**src/rtl/axi_stb_pkg.sv**
```systemverilog
// Shared types and constants for the AXI read-channel forwarder.
// FSM state encoding, response codes and small helpers.
package axi_stb_pkg;

  typedef enum logic [1:0] {
    IDLE   = 2'd0,
    FWD_AR = 2'd1,
    FWD_R  = 2'd2,
    ERR_R  = 2'd3
  } state_t;

  localparam logic [1:0] RESP_OKAY   = 2'b00;
  localparam logic [1:0] RESP_SLVERR = 2'b10;
  localparam logic [1:0] BURST_INCR  = 2'b01;

  function automatic logic cnt_is_len(
    input logic [8:0] cnt,
    input logic [7:0] len
  );
    return cnt == {1'b0, len};
  endfunction

endpackage

```
**src/rtl/axi_ldb_fifo.sv**
```systemverilog
// Small synchronous FIFO with first-word-fallthrough output.
// Flush empties it in one cycle; storage itself is not reset.
module axi_ldb_fifo #(
  parameter int W     = 130,
  parameter int DEPTH = 4
) (
  input  logic         clk,
  input  logic         rst,
  input  logic         i_flush,
  input  logic         i_push,
  input  logic [W-1:0] i_data,
  input  logic         i_pop,
  output logic [W-1:0] o_data,
  output logic         o_full,
  output logic         o_empty
);

  localparam int AW = $clog2(DEPTH);

  logic [W-1:0]  r_mem [DEPTH];
  logic [AW-1:0] r_wptr;
  logic [AW-1:0] r_rptr;
  logic [AW:0]   r_cnt;
  logic          w_push;
  logic          w_pop;

  assign o_full  = (r_cnt == (AW+1)'(DEPTH));
  assign o_empty = (r_cnt == '0);
  assign w_push  = i_push && !o_full;
  assign w_pop   = i_pop && !o_empty;
  assign o_data  = r_mem[r_rptr];

  // pointer and occupancy bookkeeping
  always_ff @(posedge clk) begin
    if (rst || i_flush) begin
      r_wptr <= '0;
      r_rptr <= '0;
      r_cnt  <= '0;
    end else begin
      if (w_push) r_wptr <= r_wptr + 1'b1;
      if (w_pop)  r_rptr <= r_rptr + 1'b1;
      unique case ({w_push, w_pop})
        2'b10:   r_cnt <= r_cnt + 1'b1;
        2'b01:   r_cnt <= r_cnt - 1'b1;
        default: r_cnt <= r_cnt;
      endcase
    end
  end

  // beat storage
  always_ff @(posedge clk) begin
    if (w_push) r_mem[r_wptr] <= i_data;
  end

endmodule

```
**src/rtl/axi_ldb_s.sv**
```systemverilog
// AXI read-channel forwarder: one AR in flight, R beats buffered,
// local SLVERR beats when the downstream stalls past TIMEOUT.
module axi_ldb_s
  import axi_stb_pkg::*;
#(
  parameter int ADDR_WIDTH = 32,
  parameter int DATA_WIDTH = 128,
  parameter int FIFO_DEPTH = 4,
  parameter int TIMEOUT    = 100
) (
  input  logic                  clk,
  input  logic                  rst,
  input  logic                  s_arvalid,
  output logic                  s_arready,
  input  logic [ADDR_WIDTH-1:0] s_araddr,
  input  logic [7:0]            s_arlen,
  input  logic [2:0]            s_arsize,
  input  logic [1:0]            s_arburst,
  output logic                  s_rvalid,
  input  logic                  s_rready,
  output logic [DATA_WIDTH-1:0] s_rdata,
  output logic [1:0]            s_rresp,
  output logic                  s_rlast,
  output logic                  m_arvalid,
  input  logic                  m_arready,
  output logic [ADDR_WIDTH-1:0] m_araddr,
  output logic [7:0]            m_arlen,
  output logic [2:0]            m_arsize,
  output logic [1:0]            m_arburst,
  input  logic                  m_rvalid,
  output logic                  m_rready,
  input  logic [DATA_WIDTH-1:0] m_rdata,
  input  logic [1:0]            m_rresp,
  input  logic                  m_rlast,
  output logic                  busy,
  output logic                  timeout_err,
  output logic                  proto_err
);

  localparam int FW = DATA_WIDTH + 2;
  localparam int WW = $clog2(TIMEOUT + 1);
  localparam logic [WW-1:0] W_LIM = WW'(TIMEOUT - 1);

  state_t        r_state;
  logic          r_alive;
  logic [7:0]    r_arlen;
  logic [8:0]    r_beat;
  logic [8:0]    r_push;
  logic [WW-1:0] r_wait;

  logic [FW-1:0] w_fifo_q;
  logic          w_full;
  logic          w_empty;
  logic          w_uhs;
  logic          w_pop;
  logic          w_done;
  logic          w_dn_hs;
  logic          w_push_ok;
  logic          w_push;
  logic          w_stray;
  logic          w_bad_last;
  logic          w_wait_max;

  assign busy      = (r_state != IDLE);
  assign s_arready = (r_state == IDLE) && r_alive;
  assign m_arlen   = r_arlen;

  // downstream ready: open in IDLE to drop strays, backpressure in FWD_R
  always_comb begin
    m_rready = 1'b0;
    unique case (r_state)
      IDLE:    m_rready = r_alive;
      FWD_R:   m_rready = !w_full;
      default: m_rready = 1'b0;
    endcase
  end

  assign s_rvalid = ((r_state == FWD_R) && !w_empty) ||
                    (r_state == ERR_R);
  assign s_rdata  = w_empty ? '0 : w_fifo_q[FW-1:2];
  assign s_rresp  = !w_empty ? w_fifo_q[1:0] :
                    (r_state == ERR_R) ? RESP_SLVERR : RESP_OKAY;
  assign s_rlast  = s_rvalid && cnt_is_len(r_beat, r_arlen);

  assign w_uhs      = s_rvalid && s_rready;
  assign w_pop      = w_uhs && !w_empty;
  assign w_done     = w_uhs && s_rlast;
  assign w_dn_hs    = m_rvalid && m_rready;
  assign w_push_ok  = (r_push <= {1'b0, r_arlen});
  assign w_push     = (r_state == FWD_R) && w_dn_hs && w_push_ok;
  assign w_stray    = w_dn_hs && !w_push;
  assign w_bad_last = w_push && (m_rlast != cnt_is_len(r_push, r_arlen));
  assign w_wait_max = (r_wait == W_LIM);

  axi_ldb_fifo #(
    .W     (FW),
    .DEPTH (FIFO_DEPTH)
  ) u_fifo (
    .clk     (clk),
    .rst     (rst),
    .i_flush (w_done),
    .i_push  (w_push),
    .i_data  ({m_rdata, m_rresp}),
    .i_pop   (w_pop),
    .o_data  (w_fifo_q),
    .o_full  (w_full),
    .o_empty (w_empty)
  );

  // transaction FSM with counters, AR copy and sticky flags
  always_ff @(posedge clk) begin
    if (rst) begin
      r_state     <= IDLE;
      r_alive     <= 1'b0;
      r_arlen     <= '0;
      r_beat      <= '0;
      r_push      <= '0;
      r_wait      <= '0;
      m_arvalid   <= 1'b0;
      m_araddr    <= '0;
      m_arsize    <= '0;
      m_arburst   <= '0;
      timeout_err <= 1'b0;
      proto_err   <= 1'b0;
    end else begin
      r_alive <= 1'b1;
      if (w_stray || w_bad_last) proto_err <= 1'b1;
      if (w_push) r_push <= r_push + 9'd1;
      if (w_uhs)  r_beat <= r_beat + 9'd1;
      unique case (r_state)
        IDLE: begin
          if (s_arvalid && s_arready) begin
            m_araddr  <= s_araddr;
            r_arlen   <= s_arlen;
            m_arsize  <= s_arsize;
            m_arburst <= s_arburst;
            m_arvalid <= 1'b1;
            r_beat    <= '0;
            r_push    <= '0;
            r_wait    <= '0;
            r_state   <= FWD_AR;
          end
        end
        FWD_AR: begin
          if (m_arvalid && m_arready) begin
            m_arvalid <= 1'b0;
            r_wait    <= '0;
            r_state   <= FWD_R;
          end else if (w_wait_max) begin
            m_arvalid   <= 1'b0;
            timeout_err <= 1'b1;
            r_beat      <= '0;
            r_state     <= ERR_R;
          end else begin
            r_wait <= (&r_wait) ? r_wait : r_wait + 1'b1;
          end
        end
        FWD_R: begin
          if (w_done) begin
            r_state <= IDLE;
          end else if (w_push) begin
            r_wait <= '0;
          end else if (w_push_ok) begin
            if (w_wait_max) begin
              timeout_err <= 1'b1;
              r_state     <= ERR_R;
            end else begin
              r_wait <= (&r_wait) ? r_wait : r_wait + 1'b1;
            end
          end
        end
        ERR_R: begin
          if (w_done) r_state <= IDLE;
        end
        default: r_state <= IDLE;
      endcase
    end
  end

endmodule
```
**config.mk**
```make
export PLATFORM = sky130hd
export DESIGN_NAME = axi_ldb_s
export DESIGN_NICKNAME = d
export VERILOG_FILES = /design/src/rtl/axi_stb_pkg.sv /design/src/rtl/axi_ldb_fifo.sv /design/src/rtl/axi_ldb_s.sv
export SDC_FILE = /design/constraint.sdc
export NUM_CORES = 1
export LEC_CHECK = 0
export CORE_AREA = 8 8 227 229
export DETAILED_ROUTE_END_ITERATION = 10
export DIE_AREA = 0 0 235 237
export DONT_BUFFER_PORTS = 1
export GPL_ROUTABILITY_DRIVEN = 0
export PLACE_DENSITY = 0.68
export SYNTH_ARGS = -nofsm -noshare
export SYNTH_HDL_FRONTEND = slang
export SYNTH_SLANG_ARGS = --single-unit
```
**constraint.sdc**
```tcl
create_clock -name clk -period 5.49 [get_ports clk]
set_clock_uncertainty 0.05 [all_clocks]
set_input_delay 0.8235 -clock clk [delete_from_list [all_inputs] [get_ports clk]]
set_output_delay 0.8235 -clock clk [all_outputs]
set_load 0.01 [all_outputs]
```
# After elaboration in Yosys (flattened, before gate mapping)
# Memory sizes are Yosys's and may differ from the RTL's. A register that Yosys moved wholly into a read port is not among the register bits.
# Index checks and enable logic that the tools add are counted.
# word_totals
register_bits	83
latch_bits	0
ramBits	520
romBits	0
out_inout_bits	183
elab_cells	122
n_memories	1
# classes
add_sub_neg	7
n_mul	0
n_div	0
n_lt_le_gt_ge	1
eq_ne	20
shifts	0
n_mux	44
bitwise	0
n_reduce_logical	34
# memory_table
memory	depth	width	read_ports	rd_ports_with_merged_regs	write_ports	line	rtl
u_fifo.r_mem	4	130	1	1	1	axi_ldb_fifo.sv:20	logic [W-1:0] r_mem [DEPTH];
# op_table
op	count
128-bit two-way mux	1
9-bit two-way mux	7
7-bit two-way mux	7
2-bit two-way mux	11
7-bit case mux with 3 select lines	1
9-bit by 1-bit adder with 9-bit output (second input constant)	2
9-bit by 8-bit == test with 1-bit output	2
9-bit case mux with 2 select lines	1
1-bit logical AND	15
1-bit two-way mux	11
9-bit by 8-bit <= comparator with 1-bit output	1
3-bit by 2-bit != test with 1-bit output (second input constant)	3
2-bit != test (second input constant)	4
2-bit case mux with 4 select lines	1
4-bit AND reduction	2
2-bit nonzero test	4
7-bit by 1-bit adder with 7-bit output (second input constant)	1
7-bit == test (second input constant)	1
7-bit AND reduction	1
2-bit == test (second input constant)	3
1-bit case mux with 2 select lines	3
3-bit case mux with 2 select lines	1
5-bit AND reduction	1
2-bit by 1-bit adder with 2-bit output (second input constant)	2
other kinds (14)	20

# Depth between registers and ports, before layout
# depth
depth_word	9
depth_mapped	15

# Cells and area by module
# Synthesis repeated with hierarchy kept, for this count alone.
# hier_totals
hier_cells	1332
hier_area_um2	23767.8
# by_module_without_submodules
mod	n_inst	cells_per_inst	area_each_um2	seq_area_each_um2
axi_ldb_fifo	1	735	19244.7	15795.1
axi_ldb_s	1	597	4523.1	1521.5

# Worst setup path after synthesis
# OpenSTA, ideal clock, no wires.
# synth_path
kind	reg-to-reg
start	register r_arlen[7], in the netlist m_arlen[7]
end	memory u_fifo.r_mem[1][0] (enable)
setup_ns	0.505
arrival_time_ns	4.959
required_ns	4.935
path_slack_ns	-0.023
stages_incl_launch_ff	9
synth_period_minus_slack_ns	5.513
cell_sequence	dfxtp_1 inv_1 ha_1 and4b_1 or3b_4 o211ai_4 and4_1 clkbuf_1 and2_1
# synth_between
elab_chain_cells	5
# synth_lines
item	line	rtl
start: declaration	axi_ldb_s.sv:46	logic [7:0] r_arlen;
start signal: assignment	axi_ldb_s.sv:134	r_arlen <= s_arlen;
9-bit by 8-bit <= comparator with 1-bit output	axi_ldb_s.sv:89	assign w_push_ok = (r_push <= {1'b0, r_arlen});
1-bit logical AND	axi_ldb_s.sv:90	assign w_push = (r_state == FWD_R) && w_dn_hs && w_push_ok;
1-bit logical AND	axi_ldb_fifo.sv:29	assign w_push = i_push && !o_full;
1-bit two-way mux	axi_ldb_fifo.sv:52	if (w_push) r_mem[r_wptr] <= i_data;
1-bit two-way mux (implied by the code)	axi_ldb_fifo.sv:52	
end: declaration	axi_ldb_fifo.sv:20	
# Every way passes these cells.

==> out/results.tsv <==
stage	metric	value	unit
setup_path	CP Capture Type	output pin	
clock_network	CTS root buf	clkbuf_16	
die	Initial Utilization	0.490	
clock_network	Sink Count	605	
clock_network	CTS tree	done	
power_and_ir_drop	power per cell area	351	nW/um2
timing	Final Hold Vio Count	0	
clock_network	cts bufs inserted	61	
worst_hold_path	Min-Delay Startpoint	rst	
global_route	pin count of the biggest net entering global routing	86	
timing	Worst-Margin Slew	0.963	ns
setup_path	Critical R2R Capture	u_fifo.r_mem[3][73]	
synth	Synth Instances	1318	
setup_path	Crit Path Max Fanout	42	
power_and_ir_drop	Worst VDD drop	0.337	mV
timing	min cycle time layout	3.74	ns
clock_network	Worst-path clk slew	0.06	ns
timing	FMAX	0.267	GHz
cells_and_area	synthesis-to-finish area growth	12.0	%
placed_design	worst slack at placement	1.78	ns
route	Via density	5.72	
run_status	status	complete, no violations	
die	die height	237	um
timing	# setup viols final	0	
cells_and_area	fin util	0.549	
global_route	first-pass GRT wire length	75500	um
global_route	number of global-route vias before repair	11800	
synth	Netlist cell types	60	
route	drt total wl	50800	um
placed_design	post-detail-place hpwl	32900	um
route	drt wl/cell	25.3	um
clock_network	post-CTS setup buffers	0	
die	io pins	365	
clock_network	CTS resizes	0	
placed_design	DP Area	24400	um2
die	core area	48100	um2
setup_path	Critical R2R Launch	m_arlen[7]	
synth	Yosys Warn Count	0	
cells_and_area	Final nets	1538	
synth	Mapped Nets	1522	
route	DRT iter0 DRCs	852	
route	vias	11500	
synth	Synth Register Bits	605	
timing	period utilisation layout	0.682	
timing	Pins Over Slew Limit	0	
timing	unrepaired setup endpoints after global routing	no	
setup_path	Reg2Reg Setup Slack	1.78	ns
die	total die area	55700	um2
timing	setup ws final	1.75	ns
clock_network	H-tree levels	2	
cells_and_area	final instance area	26400	um2
setup_path	reg2reg path depth	8	
synth	most used flip-flop cell after synthesis	edfxtp_1	
synth	sequential fraction of the synthesis area	0.734	
setup_path	crit path DAT	2.87	ns
run	max_cap viols	0	
setup_path	kind of critical path	flop to output pin	
synth	Mean Syn Cell Area	17.9	um2
placed_design	Inst Count DP	1893	
synth	post-synthesis cell area	23600	um2
die	Die X	235	um
route	Routed Antenna Nets	0	
synth	Post-synth EDFFs	520	
worst_hold_path	HP Class	input pin to flop	
placed_design	number of port buffers	0	
route	DR pass1 iterations	5	
power_and_ir_drop	leakage	8.25	nW
die	Placement Rows	81	
setup_path	Critical Path RT	4.62	ns
clock_network	Worst-Skew Late Latency	0.61	ns
cells_and_area	share of cells above drive strength 1	0.181	
timing	Setup TNS Final	0	ns
cells_and_area	commonest non-fill, non-tap cell in the layout	edfxtp_1	
synth	FFs w/ async S/R, synth	0	
clock_network	CTS Buffer Depth	3	
global_route	GRT Total Usage	0.178	
cells_and_area	fin cells	2008	
global_route	GR Overflow Total	0	
cells_and_area	most frequent cells in the layout	edfxtp_1, and2_1, mux4_2	
route	DRC Markers	0	
setup_path	crit start category	flop	
timing	relative max-transition margin	0.358	
setup_path	CP endpoint	s_rresp[1]	
clock_network	CTS hold repair buffers	0	
global_route	initial antenna violation count	0	
-- report_power, final --
part           internal, mW  switching (mW)
Combinational        0.0402          0.0750
Sequential             5.00          0.0270
Clock                  2.44            1.69
-- synthesized netlist by cell type, types with 3 or more instances --
library cell | number | area (um2)
nand3_1 | 9 | 45.0
or4_1 | 3 | 22.5
mux2i_1 | 3 | 30.0
buf_2 | 16 | 80.1
a21o_1 | 3 | 22.5
ha_1 | 21 | 263
nor3_1 | 3 | 15.0
and4_1 | 4 | 35.0
dfxtp_1 | 85 | 1700
xnor2_1 | 17 | 149
and3_1 | 5 | 31.3
mux4_2 | 130 | 2930
buf_1 | 6 | 22.5
o21ai_0 | 7 | 35.0
nor2_1 | 31 | 116
or2_2 | 3 | 18.8
and2_1 | 137 | 857
edfxtp_1 | 520 | 15600
o31ai_1 | 4 | 30.0
or3_1 | 5 | 31.3
xor2_1 | 8 | 70.1
a21oi_1 | 62 | 310
nand2_1 | 112 | 420
nand2b_1 | 3 | 18.8
a41oi_1 | 3 | 26.3
nand4_1 | 11 | 68.8
inv_1 | 22 | 82.6
clkbuf_1 | 45 | 169
-- metrics by stage --
stage / hold slack, ns / total power [mW]
floorplan: 0.382 / 5.22
global placement: 0.407 / 5.24
detailed placement: 0.444 / 5.24
CTS: 0.182 / 9.38
global route: 0.188 / 9.56
finish: 0.232 / 9.28
-- metal layers --
layer | vias up | wire length (um) | track usage
met3 | 64 | 5420 | 0.0767
met5 | - | 0 | 0
li1 | 5147 | - | -
met2 | 379 | 25100 | 0.293
met1 | 5893 | 19500 | 0.214
met4 | 0 | 844 | 0.0438
-- kinds of logic (layout without fill, tap and decap cells) --
family,after synthesis,after routing,share of synthesized area
adders and majority gates,22,22,0.0120
muxes,133,133,0.125
other,0,1,0
buffers and inverters,90,157,0.0152
DFF,605,605,0.734
and+or+nand+nor,337,337,0.0752
AOI/OAI and AO/OA,106,106,0.0284
xor gates and xnor gates,25,25,0.00929
-- how the worst min path moves through the flow --
stage                             end  cells past startpoint
after global routing       m_arlen[3]                      1
after floorplan             r_push[8]                      2
after detailed placement  m_arsize[2]                      2
after global placement      r_push[8]                      2
after CTS                  m_arlen[5]                      1
final                      m_arlen[5]                      1
-- flip-flops by register name, summed over array words and instances, names as in the netlist, named ones only --
| signal | cells |
|---|---|
| u_fifo.r_rptr | 2 |
| u_fifo.r_wptr | 2 |
| u_fifo.r_cnt | 3 |
| m_arsize | 3 |
| proto_err | 1 |
| m_arburst | 2 |
| timeout_err | 1 |
| m_arlen | 8 |
| m_arvalid | 1 |
| r_wait | 7 |
| r_alive | 1 |
| r_push | 9 |
| u_fifo.r_mem | 520 |
| m_araddr | 32 |
| r_beat | 9 |
| r_state | 2 |
-- final cells by class --
class                      count  area (um2)
timing repair buffer          20         263
clock buffer                  73        1590
multi-input combinational    623        5920
antenna                        1        2.50
sequential                   605       17300
tap                          622         778
clock inverter                41         445
fill                        3673       21700
inverter                      23        86.3
-- worst max-delay path, stage by stage, from the launching register on --
cell and delay [ns]:
dfxtp_4 0.86, buf_12 0.41, mux4_2 0.56, nand2_1 0.10, o21ai_0 0.25
Note: power is estimated with default switching activity, not from simulation.
